## src/rtl/jtag_bb_sched.sv

```systemverilog
// Round-robin arbiter and launch sequencer sharing one JTAG bit-banger between host and trigger.
// Optional watchdog abort enabled by defining JTAG_SCHED_TIMEOUT_EN.
module jtag_bb_sched #(
  parameter int pPATTERN_WIDTH = 16,
  parameter int pGAP           = 8,
  parameter int pTIMEOUT_W     = 24
) (
  input  logic                      clk,
  input  logic                      reset,
  input  logic [1:0]                req,
  input  logic [pPATTERN_WIDTH-1:0] pattern0,
  input  logic [pPATTERN_WIDTH-1:0] pattern1,
  output logic [1:0]                ack,
  output logic [1:0]                grant,
  output logic                      err,
  input  logic                      err_clr,
  output logic [pPATTERN_WIDTH-1:0] bb_pattern,
  output logic                      bb_go,
  output logic                      bb_reset,
  input  logic                      bb_busy,
  input  logic                      bb_done
);

  typedef enum logic [2:0] {
    S_IDLE, S_LOAD, S_LAUNCH, S_RUN, S_GAP, S_ABORT
  } state_t;

  state_t                    r_state, w_state_nxt;
  logic                      r_owner, w_owner_nxt;   // 0 = host, 1 = trigger
  logic                      r_last, w_last_nxt;
  logic [1:0]                r_grant, w_grant_nxt;
  logic [1:0]                r_ack, w_ack_nxt;
  logic [pPATTERN_WIDTH-1:0] r_pattern, w_pattern_nxt;
  logic                      r_go, w_go_nxt;
  logic                      r_bbrst, w_bbrst_nxt;
  logic                      r_err, w_err_set;
  logic [7:0]                r_gap;
  logic                      w_gap_done;
  logic                      w_wd_fire;
  logic                      w_unused_busy;

  assign w_unused_busy = bb_busy;
  assign w_gap_done    = (r_gap == 8'(pGAP));

`ifdef JTAG_SCHED_TIMEOUT_EN
  localparam logic [pTIMEOUT_W-1:0] WD_LAST = {{(pTIMEOUT_W-1){1'b1}}, 1'b0};
  logic [pTIMEOUT_W-1:0] r_wd;

  // Counter is zeroed as LAUNCH is entered and counts through LAUNCH and RUN;
  // abort is registered on the edge where it reaches all-ones.
  always_ff @(posedge clk) begin
    if (reset)
      r_wd <= '0;
    else if (r_state == S_LOAD)
      r_wd <= '0;
    else if ((r_state == S_LAUNCH || r_state == S_RUN) && r_wd != '1)
      r_wd <= r_wd + 1'b1;
  end

  assign w_wd_fire = (r_state == S_RUN) && (r_wd == WD_LAST);
`else
  assign w_wd_fire = 1'b0;
`endif

  always_comb begin
    w_state_nxt   = r_state;
    w_owner_nxt   = r_owner;
    w_last_nxt    = r_last;
    w_grant_nxt   = r_grant;
    w_ack_nxt     = '0;
    w_pattern_nxt = r_pattern;
    w_go_nxt      = 1'b0;
    w_bbrst_nxt   = 1'b0;
    w_err_set     = 1'b0;
    unique case (r_state)
      S_IDLE: begin
        if (req != 2'b00) begin
          w_owner_nxt = (req == 2'b11) ? ~r_last : req[1];
          w_state_nxt = S_LOAD;
        end
      end
      S_LOAD: begin
        w_pattern_nxt = r_owner ? pattern1 : pattern0;
        w_grant_nxt   = r_owner ? 2'b10 : 2'b01;
        w_go_nxt      = 1'b1;
        w_state_nxt   = S_LAUNCH;
      end
      S_LAUNCH: w_state_nxt = S_RUN;
      S_RUN: begin
        if (bb_done) begin
          w_ack_nxt   = r_grant;
          w_last_nxt  = r_owner;
          w_grant_nxt = '0;
          w_state_nxt = S_GAP;
        end else if (w_wd_fire) begin
          w_ack_nxt   = r_grant;
          w_bbrst_nxt = 1'b1;
          w_err_set   = 1'b1;
          w_grant_nxt = '0;
          w_state_nxt = S_ABORT;
        end
      end
      S_GAP:   if (w_gap_done) w_state_nxt = S_IDLE;
      S_ABORT: w_state_nxt = S_GAP;
      default: w_state_nxt = S_IDLE;
    endcase
  end

  always_ff @(posedge clk) begin
    if (reset) begin
      r_state   <= S_IDLE;
      r_owner   <= 1'b0;
      r_last    <= 1'b1;
      r_grant   <= '0;
      r_ack     <= '0;
      r_pattern <= '0;
      r_go      <= 1'b0;
      r_bbrst   <= 1'b0;
      r_err     <= 1'b0;
      r_gap     <= '0;
    end else begin
      r_state   <= w_state_nxt;
      r_owner   <= w_owner_nxt;
      r_last    <= w_last_nxt;
      r_grant   <= w_grant_nxt;
      r_ack     <= w_ack_nxt;
      r_pattern <= w_pattern_nxt;
      r_go      <= w_go_nxt;
      r_bbrst   <= w_bbrst_nxt;
      r_err     <= w_err_set | (r_err & ~err_clr);
      r_gap     <= (r_state == S_GAP) ? r_gap + 8'd1 : '0;
    end
  end

  assign ack        = r_ack;
  assign grant      = r_grant;
  assign err        = r_err;
  assign bb_pattern = r_pattern;
  assign bb_go      = r_go;
  assign bb_reset   = r_bbrst;

endmodule

```

## config.mk

```make
export PLATFORM = sky130hd
export DESIGN_NAME = jtag_bb_sched
export DESIGN_NICKNAME = d
export VERILOG_FILES = /design/src/rtl/jtag_bb_sched.sv
export SDC_FILE = /design/constraint.sdc
export NUM_CORES = 1
export LEC_CHECK = 0
export BUFFER_PORTS_ARGS = -buffer_cell sky130_fd_sc_hd__buf_2
export CORE_MARGIN = 2
export CORE_UTILIZATION = 30
export CTS_BUF_LIST = sky130_fd_sc_hd__clkbuf_8
export CTS_CLUSTER_DIAMETER = 40
export DETAILED_ROUTE_END_ITERATION = 10
export PLACE_DENSITY_LB_ADDON = 0.08
export SLEW_MARGIN = 20
export SYNTH_ARGS = -nofsm -noshare
export SYNTH_HDL_FRONTEND = slang
export SYNTH_SLANG_ARGS = --single-unit
```

## constraint.sdc

```tcl
create_clock -name clk -period 1.5 [get_ports clk]
set_input_delay 0.15 -clock clk [delete_from_list [all_inputs] [get_ports clk]]
set_output_delay 0.15 -clock clk [all_outputs]
set_load 0.05 [all_outputs]
```

* After elaboration in Yosys (flattened, before gate mapping)
Cells that the tools add are included. W data, S select, Z words.
Operators by class: add/subtract/negate cells 1, eq/ne operators 10, muxes and demuxes 10, bitwise operators 6, reductions and logical operators 9
Operator list (number):
- $pmux W3 S6 | 1
- $mux W16 | 1
- $mux W3 | 3
- $add A8 B1 Y8 const B | 1
- $eq A8 B4 Y1 const B | 1
- $eq A3 B2 Y1 const B | 2
- $eq A3 B3 Y1 const B | 2
- $ne A2 B2 Y1 const B | 3
- $reduce_and A2 Y1 | 3
- $not A1 Y1 | 5
- $mux W2 | 2
- $pmux W2 S2 | 1
- $reduce_bool A2 Y1 | 2
- $eq A3 B1 Y1 const B | 1
- $logic_not A3 Y1 | 1
- $reduce_and A3 Y1 | 1
- $reduce_or A3 Y1 | 1
- $eq A2 B2 Y1 const B | 1
- $mux W1 | 2
- $reduce_or A2 Y1 | 1
- $and A1 B1 Y1 | 1
Word-level totals: register bits after elaboration 35

* Depth between registers and ports, before layout
Gate-level depths: netlist (run 1).
depth in word-level cells 3, gate-level depth with buffers 6, depth with buffers taken out 6

* Least setup slack after synthesis (run 1)
OpenSTA, ideal clock, no wires.
path kind register to register, from register r_gap[2], to register r_state[2], data arrival time 1357 ps, data required time 1366 ps, path slack 9 ps, cell stages (with the launch flop) 5, buffers on the path 0, clock period less this slack 1491 ps, cells stage by stage dfxtp_1 > or4b_1 > o221a_2 > o221ai_2 > a211oi_1
Between the ends: longest elaborated chain between the ends 3
Ends and longest elaborated chain:
- from (decl) | RTL line 37 | logic [7:0] r_gap;
- from (signal assigned) | RTL line 131 | r_gap <= (r_state == S_GAP) ? r_gap + 8'd1 : '0;
- $eq A8 B4 Y1 | RTL line 43 | assign w_gap_done = (r_gap == 8'(pGAP));
- $ne A2 B2 Y1 (no line)
- $reduce_and A3 Y1 (no line)
- to (signal assigned) | RTL line 122 | r_state <= w_state_nxt;
- to (decl) | RTL line 28 | state_t r_state, w_state_nxt;
Every way passes these cells. A chain may end at the register's enable or synchronous reset.

* Worst setup path after layout (run 1)
from register r_gap[4], to register r_state[2]
The elaborated chain is that of the path after synthesis.

==> results of run 1 <==
==> per-layer routing <==
layer / vias up / routed length (um)
li1: 690 / -
met1: 584 / 1435
met2: 42 / 1655
met3: 6 / 194
met4: 0 / 65
met5: - / 0
==> logic make-up (layout without fill, tap and decap cells) <==
family	count (synthesis)	count (layout)	synth area share, %
xor+xnor	6	6	3.471
simple gates	60	60	19.51
mux	17	17	11.24
buf+inv	16	81	4.546
flops	35	35	46.28
fa+ha+maj	2	2	1.653
other cells	1	1	0.2477
compound gates	26	26	13.06
==> sequential cells by signal, indices dropped and copies added (netlist names) <==
| name | cells |
|---|---|
| err | 1 |
| bb_pattern | 16 |
| bb_go | 1 |
| r_owner | 1 |
| grant | 2 |
| r_gap | 8 |
| r_state | 3 |
| ack | 2 |
| r_last | 1 |
==> path summary, 6_finish.rpt <==
check | start | end | slack, ns
max reg2reg | r_gap[4] | r_state[2] | 0.03
max | r_gap[4] | r_state[2] | 0.03
min reg2reg | err | err | 0.47
min | err_clr | err | 0.02
==> repair_timing <==
| action | CTS | global route |
|---|---|---|
| endpoints found under the setup margin | 1 | 1 |
| pin swaps | 1 | 0 |
| resized for setup | 1 | 1 |
| endpoints found under the hold margin | 0 | 0 |
==> area by class of cell <==
type	count	area [um^2]	area share, %
timing repair buffer	68	387.9	19.05
inverter	5	18.77	0.9219
clock inverter	3	12.51	0.6146
clock buffer	5	68.82	3.380
multi-input combinational	112	763.2	37.49
sequential	35	700.7	34.42
tap	67	83.83	4.118
==> where the power goes <==
| group | internal (mW) | leakage, nW | switching (mW) | total [mW] |
|---|---|---|---|---|
| logic | 0.298 | 0.536 | 0.583 | 0.881 |
| clock network | 0.312 | 0.0505 | 0.321 | 0.633 |
| registers | 1.04 | 0.286 | 0.0762 | 1.11 |
| total | 1.65 | 0.873 | 0.980 | 2.63 |
==> worst max-delay path: cells and delay by family, from the launching register on <==
kind	cells	cell delay, ns
DFF	1	0.31
AOI/OAI and AO/OA	3	0.53
and+or+nand+nor	1	0.53
==> stage by stage <==
stage / cell area (um^2) / setup TNS (ns) / cells / hold slack (ns)
floorplan: 1514 / 0 / 163 / 0.2258
global placement: 1942 / -0.002274 / 287 / 0.3101
detailed placement: 1942 / -0.01221 / 287 / 0.3187
CTS: 2032 / 0 / 295 / 0.01523
global route: 2036 / -0.01768 / 295 / 0.01586
finish: 2036 / 0 / 295 / 0.02129
==> cell usage in the layout (no fill, tap or decap), types with 2 or more instances in the layout <==
cell type	synthesis	routed
a211oi_1	17	17
a21oi_1	3	3
and2_1	2	2
buf_12	0	2
buf_2	4	59
buf_4	1	7
clkbuf_8	0	5
dfxtp_1	35	35
ha_1	2	2
inv_1	5	7
mux2i_1	17	17
nand2_1	7	7
nand3_1	6	6
nor2_1	31	31
nor2b_1	3	3
nor3_1	2	2
xor2_1	5	5
==> metrics, run 1 <==
yosys warns 0; most numerous cell in the Yosys netlist dfxtp_1; Syn Nets slightly above 200; Worst EP arrival about 1.6 ns; GRT busiest layer met2; Fmax 0.6783 GHz; Placement Rows 25; Seq/Total Area, Yosys 46.28%; hold_buf cts 0; Main synth FF type dfxtp_1; Total Routed Length around 3400 um; CTS HTree Levels 2; outcome completed; hold crit path type in -> reg; crit path max-delay cell type or4b_4; syn_area_per_cell 9.288 um^2; Synth area leader dfxtp_1; TritonCTS clock tree done; PortBufs between 50 and 60; asr flop ratio synth 0%; CTS Root Cell clkbuf_8; leak pwr 0.8727 nW; peak supply drop 0.5767 mV; Synth Register Bits 35; average wire per cell in the routed design 11.36 um; Power Dens Cells 1291 nW/um^2; GRT Residual Overflow 0; synthesized instance count 163; maximum clock insertion buffer count 2; final critical path time including I/O delays and setup ~1.5 ns; Tcrit/Tclk final 98.28%; type of destination of the critical path flop; pin count of the biggest net entering global routing 36; post-route core utilization a little over two fifths; number of flops mapped to enable cells by yosys 0; Netlist cell types 34; layout cell share with drive strength beyond 1 35.09%; Max Slew Vio Count 0; met2 Use GR 20.37%; met3 usage ~4%; Worst-path clk slew around 0.070 ns; Final #Nets roughly 270; post-detail-place hpwl 2537 um; number of hold violations in the final report 0; Critical Path RT 1.67 ns; Starting Density a little under a third; Placer Congestion 0.8549; n_diodes 0; largest cells by area after synthesis dfxtp_1, mux2i_1, a211oi_1; worst hold path depth 2; DRT iter0 DRCs 70; slack of the critical path 0.02575 ns; vias in the first global route approximately 1.2k; crit path kind reg -> reg; Setup WS pre-CTS -0.01221 ns; Num Clock Sinks 35; first-pass GRT wire length between 5000 and 6000 um; Filler Cells Inserted 495; cts bufs inserted 5; initial antenna violation count 0; most common library cells after synthesis dfxtp_1, nor2_1, a211oi_1, mux2i_1, nand2_1; clk_lat worst skew 0.28 ns; DRC 0; Final Skew 0.002064 ns; Mapped Area 1514 um^2; Die X 75.04 um; Final Setup Violations 0; top cell type's share of synthesized area 46.28%; DRT antenna net count 0; # IOs 62; GRT Util Overall 12.97%; Core Box Area 4786 um^2; unrepaired setup endpoints after global routing yes; met1 global-route usage 15.85%; Setup Buffers After CTS 0; worst-path fanout max 3; R2R depth 4; Vias per Instance 4.481; max incr delay on CP 0.53 ns; critical-path cell list or4b_4 -> o221a_4 -> o221ai_2 -> a211oi_1; full die area about 5600 um^2; Vias 1322; crit start category flop; power after layout between 2 and 3 mW; die height 75.04 um; number of detailed-route iterations in the first pass 4; Layout area overhead 34.46%; max_cap viols 0
(Power assumes the default switching activity.)
==> run 2: changes to the inputs <==
PLACE_DENSITY_LB_ADDON = 0.25   (was 0.08)
==> run 2 against run 1 <==
  * First-iteration DRC count decreased by 71%
  * Register-to-register slack about the same
  * Sequential cell count unchanged
  * Die area unchanged
  * Routed wire length decreased by 6.0%
  * Highest routed layer unchanged
==> metrics, run 2 (synthesized netlist as in run 1, its figures left out) <==
Vias ~1.3k; slack of the critical path 0.02038 ns; Final Skew 0.005136 ns; clk_lat worst skew 0.28 ns; Starting Density about a third; final critical path time including I/O delays and setup 1.480 ns; leak pwr ~0.88 nW; Max Slew Vio Count 0; type of destination of the critical path flop; critical-path cell list or4b_4 -> o221a_4 -> o221ai_2 -> a211oi_1; Die X 75.04 um; Worst-path clk slew 0.07 ns; unrepaired setup endpoints after global routing yes; Placement Rows 25; max_cap viols 0; Cells after DPL 286; met3 usage 5.087%; Finished Layout Cells 294; hold_buf cts 0; DRT antenna net count 0; crit start category flop; hold crit path type in -> reg; Num Clock Sinks 35; average wire per cell in the routed design 10.71 um; GRT Residual Overflow 0; GRT busiest layer met2; CP Buf/Inv Count 0; DRC 0; post-detail-place hpwl 2363 um; Tcrit/Tclk final 98.64%; DRT iter0 DRCs 20; Layout area overhead 37.69%; most common cell after layout, fill and taps aside buf_2; crit path kind reg -> reg; initial antenna violation count 0; crit path max-delay cell type or4b_4; maximum clock insertion buffer count 2; max incr delay on CP about 0.53 ns; GRT Util Overall 12.52%; CTS HTree Levels 2; Vias per Instance 4.381; full die area approximately 5600 um^2; power after layout 2.997 mW; PortBufs 59; TritonCTS clock tree done; Fmax roughly 0.68 GHz; number of detailed-route iterations in the first pass 3; Setup WS pre-CTS -0.01470 ns; number of hold violations in the final report 0; Filler Cells Inserted 486; met2 Use GR 19.88%; worst-path fanout max 3; CP top delay family simple AND/OR/NAND/NOR gates; die height around 75 um; Placer Congestion around 0.74; most frequent cells in the layout buf_2, dfxtp_1, nor2_1; peak supply drop 0.5489 mV; CTS Root Cell clkbuf_8; vias in the first global route between 1k and 1.5k; Total Routed Length 3149 um; first-pass GRT wire length 5319 um; Worst EP arrival 1.65 ns; n_diodes 0; cts bufs inserted 5; Setup Buffers After CTS 0; Final Setup Violations 0; layout cell share with drive strength beyond 1 36.12%; met1 global-route usage 15.18%; pin count of the biggest net entering global routing 36; max reg flops 16; Final #Nets 267; # IOs 62; outcome completed; Power Dens Cells around 1400 nW/um^2; Critical Path RT 1.67 ns; Core Box Area 4786 um^2
[run 2: cell count changes in the layout (fill, tap and decap cells not counted), sizes merged]
cell,previous run,this run
clkinvlp,0,1
buf,68,67
clkinv,1,0
inv,7,5
bufinv,0,2
[run 2: layout make-up]
class	count	area, um^2	share of cell area [%]
multi-input combinational	112	763.2	36.61
sequential	35	701.9	33.67
timing repair buffer	67	380.4	18.25
tap	67	83.83	4.022
clock buffer	5	68.82	3.301
clock inverter	3	67.56	3.241
inverter	5	18.77	0.9004
[run 2: worst paths after layout]
| kind | startpoint | to | slack (ns) | cells past startpoint |
|---|---|---|---|---|
| setup / recovery | r_gap[4] | r_state[2] | 0.02 | 4 |
| hold reg to reg | err | err | 0.47 | 1 |
| hold / removal | err_clr | err | 0.02 | 2 |
| setup reg to reg | r_gap[4] | r_state[2] | 0.02 | 4 |
[run 2: what timing repair did]
item,CTS,global route
pin swaps,1,0
endpoints found under the setup margin,1,1
resized for setup,1,2
[run 2: metrics by stage]
step | hold WS [ns] | utilization, % | cell area [um^2] | setup TNS [ns]
floorplan | 0.2258 | - | 1514 | 0
global placement | 0.3145 | 40.42 | 1934 | -0.002383
detailed placement | 0.3177 | 40.42 | 1934 | -0.01470
CTS | 0.004845 | 43.45 | 2079 | 0
global route | 0.0008097 | 43.56 | 2085 | -0.05020
finish | 0.01524 | 43.56 | 2085 | 0
[run 2: layer usage]
layer / up-vias / share of wire, % / wire length [um]
li1: 693 / - / -
met1: 553 / 45 / 1419
met2: 40 / 48 / 1503
met3: 2 / 6.9 / 217
met4: 0 / 0.25 / 8
met5: - / 0 / 0
[run 2: report_power, final]
group,internal (mW),switching (mW)
Combinational,0.292,0.573
Clock,0.663,0.352
Sequential,1.04,0.0812
==> run 3: changes to the inputs <==
CORE_UTILIZATION = 44   (was 30)
==> run 3 against run 2 <==
  * Combinational power rose by 2%
  * Sequential power barely moved
  * Die area fell by 30%
  * Clock skew fell by 0.0028 ns
==> metrics, run 3 (synthesized netlist as in run 1, its figures left out) <==
outcome completed; CP Depth 4; first-pass GRT wire length around 4900 um; TritonCTS clock tree done; crit path kind reg -> reg; CTS HTree Levels 2; number of detailed-route iterations in the first pass 4; reg2reg start r_gap[4]; # IOs 62; worst hold path depth 2; Final Skew 0.002374 ns; worst-path fanout max 3; Critical Path RT roughly 1.7 ns; leak pwr just under 0.9 nW; unrepaired setup endpoints after global routing yes; DRT iter0 DRCs 27; cts bufs inserted 5; max incr delay on CP 0.53 ns; Core Box Area 3311 um^2; setup_tns 0 ns; R2R depth 4; final critical path time including I/O delays and setup 1.484 ns; slack of the critical path 0.01631 ns; post-route core utilization 61.11%; average wire per cell in the routed design approximately 11 um; Fmax just under 0.7 GHz; CTS Root Cell clkbuf_8; DRC 0; crit start category flop; Layout area overhead 33.64%; PortBufs 59; CP top delay family simple AND/OR/NAND/NOR gates; Reg-to-Reg End r_state[2]; CP Buf/Inv Count 0; Starting Density 45.73%; Layout Cell Area excl Fill 2023 um^2; layout cell share with drive strength beyond 1 35.96%; Num Clock Sinks 35; Final #Nets 269; vias in the first global route 1129; Placement Rows 21; initial antenna violation count 0; Die X 62.66 um; Vias per Instance 4.850; Finished Layout Cells 274; critical-path cell list or4b_4 -> o221a_4 -> o221ai_2 -> a211oi_1; Tcrit/Tclk final between 90% and 100%; Worst-path clk slew 0.06 ns; Setup Buffers After CTS 0; die height 62.66 um; hold path start err_clr; GRT Util Overall 15.61%; most common cell after layout, fill and taps aside buf_2; max reg flops 16; GRT Residual Overflow 0; hold crit path type in -> reg; peak supply drop just under 0.6 mV; Filler Cells Inserted 297; maximum clock insertion buffer count 2; hold_buf cts 0; power after layout 2.658 mW; Placer Congestion 0.7818; Worst EP arrival 1.65 ns; full die area 3926 um^2; hold endpoint err; number of hold violations in the final report 0; multi-input logic area 763.2 um^2; type of destination of the critical path flop; storage element area roughly 700 um^2; most frequent cells in the layout buf_2, dfxtp_1, nor2_1; max_cap viols 0; Power Dens Cells 1314 nW/um^2; Area after DPL between 1500 and 2000 um^2; Setup WS pre-CTS -0.02365 ns; n_diodes 0; DRT antenna net count 0; flop-to-flop setup slack 0.02 ns; hold slack roughly 0.019 ns; post-detail-place hpwl around 2200 um; pin count of the biggest net entering global routing 31; crit path max-delay cell type or4b_4; Total Routed Length ~2900 um; Cells after DPL 267; clk_lat worst skew around 0.28 ns; Max Slew Vio Count 0; Vias 1329; Final Setup Violations 0
run 3: cell count changes in the layout (fill, tap and decap cells not counted), sizes merged:
cell / before / now
buf: 67 / 69
bufinv: 2 / 0
clkbuf: 5 / 6
clkinv: 0 / 1
clkinvlp: 1 / 0
run 3: cell type report:
cell class	instances	area share, %
clock buffer	6	4.082
timing repair buffer	69	19.54
sequential	35	34.63
clock inverter	1	0.2474
tap	46	2.845
inverter	5	0.9276
multi-input combinational	112	37.72
run 3: what timing repair did:
action / 4_1_cts / 5_1_grt
gates resized for setup: 2 / 0
endpoints found under the setup margin: 1 / 1
endpoints found under the hold margin: 0 / 0
pin swaps: 1 / 0
run 3: worst max-delay path by stage:
stage          slack, ns      from          to
4_1_cts             0.01  r_gap[4]  r_state[2]
2_1_floorplan      0.009  r_gap[2]  r_state[2]
3_3_place_gp       0.006  r_gap[4]  r_state[2]
3_5_place_dp       -0.02  r_gap[4]  r_state[2]
6_report            0.02  r_gap[4]  r_state[2]
5_1_grt            -0.03  r_gap[4]  r_state[2]
run 3: layer usage:
metal,share of wire [%],track usage (%),vias to the layer above,wire length [um]
met5,0,0,-,0
li1,-,-,699,-
met4,1.9,8.333,0,54
met2,46,25.00,37,1322
met1,46,18.80,587,1317
met3,6.5,4.685,6,186
run 3: power by group:
group	switching [mW]	total [mW]	internal (mW)
clock network	0.307	0.667	0.359
logic	0.578	0.883	0.304
registers	0.0713	1.11	1.04
total	0.957	2.66	1.70
run 3: worst reg2reg max path, cell delays in order, from the launching register on:
cell      delay [ns]
dfxtp_1         0.31
or4b_4          0.53
o221a_4         0.29
o221ai_2        0.15
a211oi_1        0.09
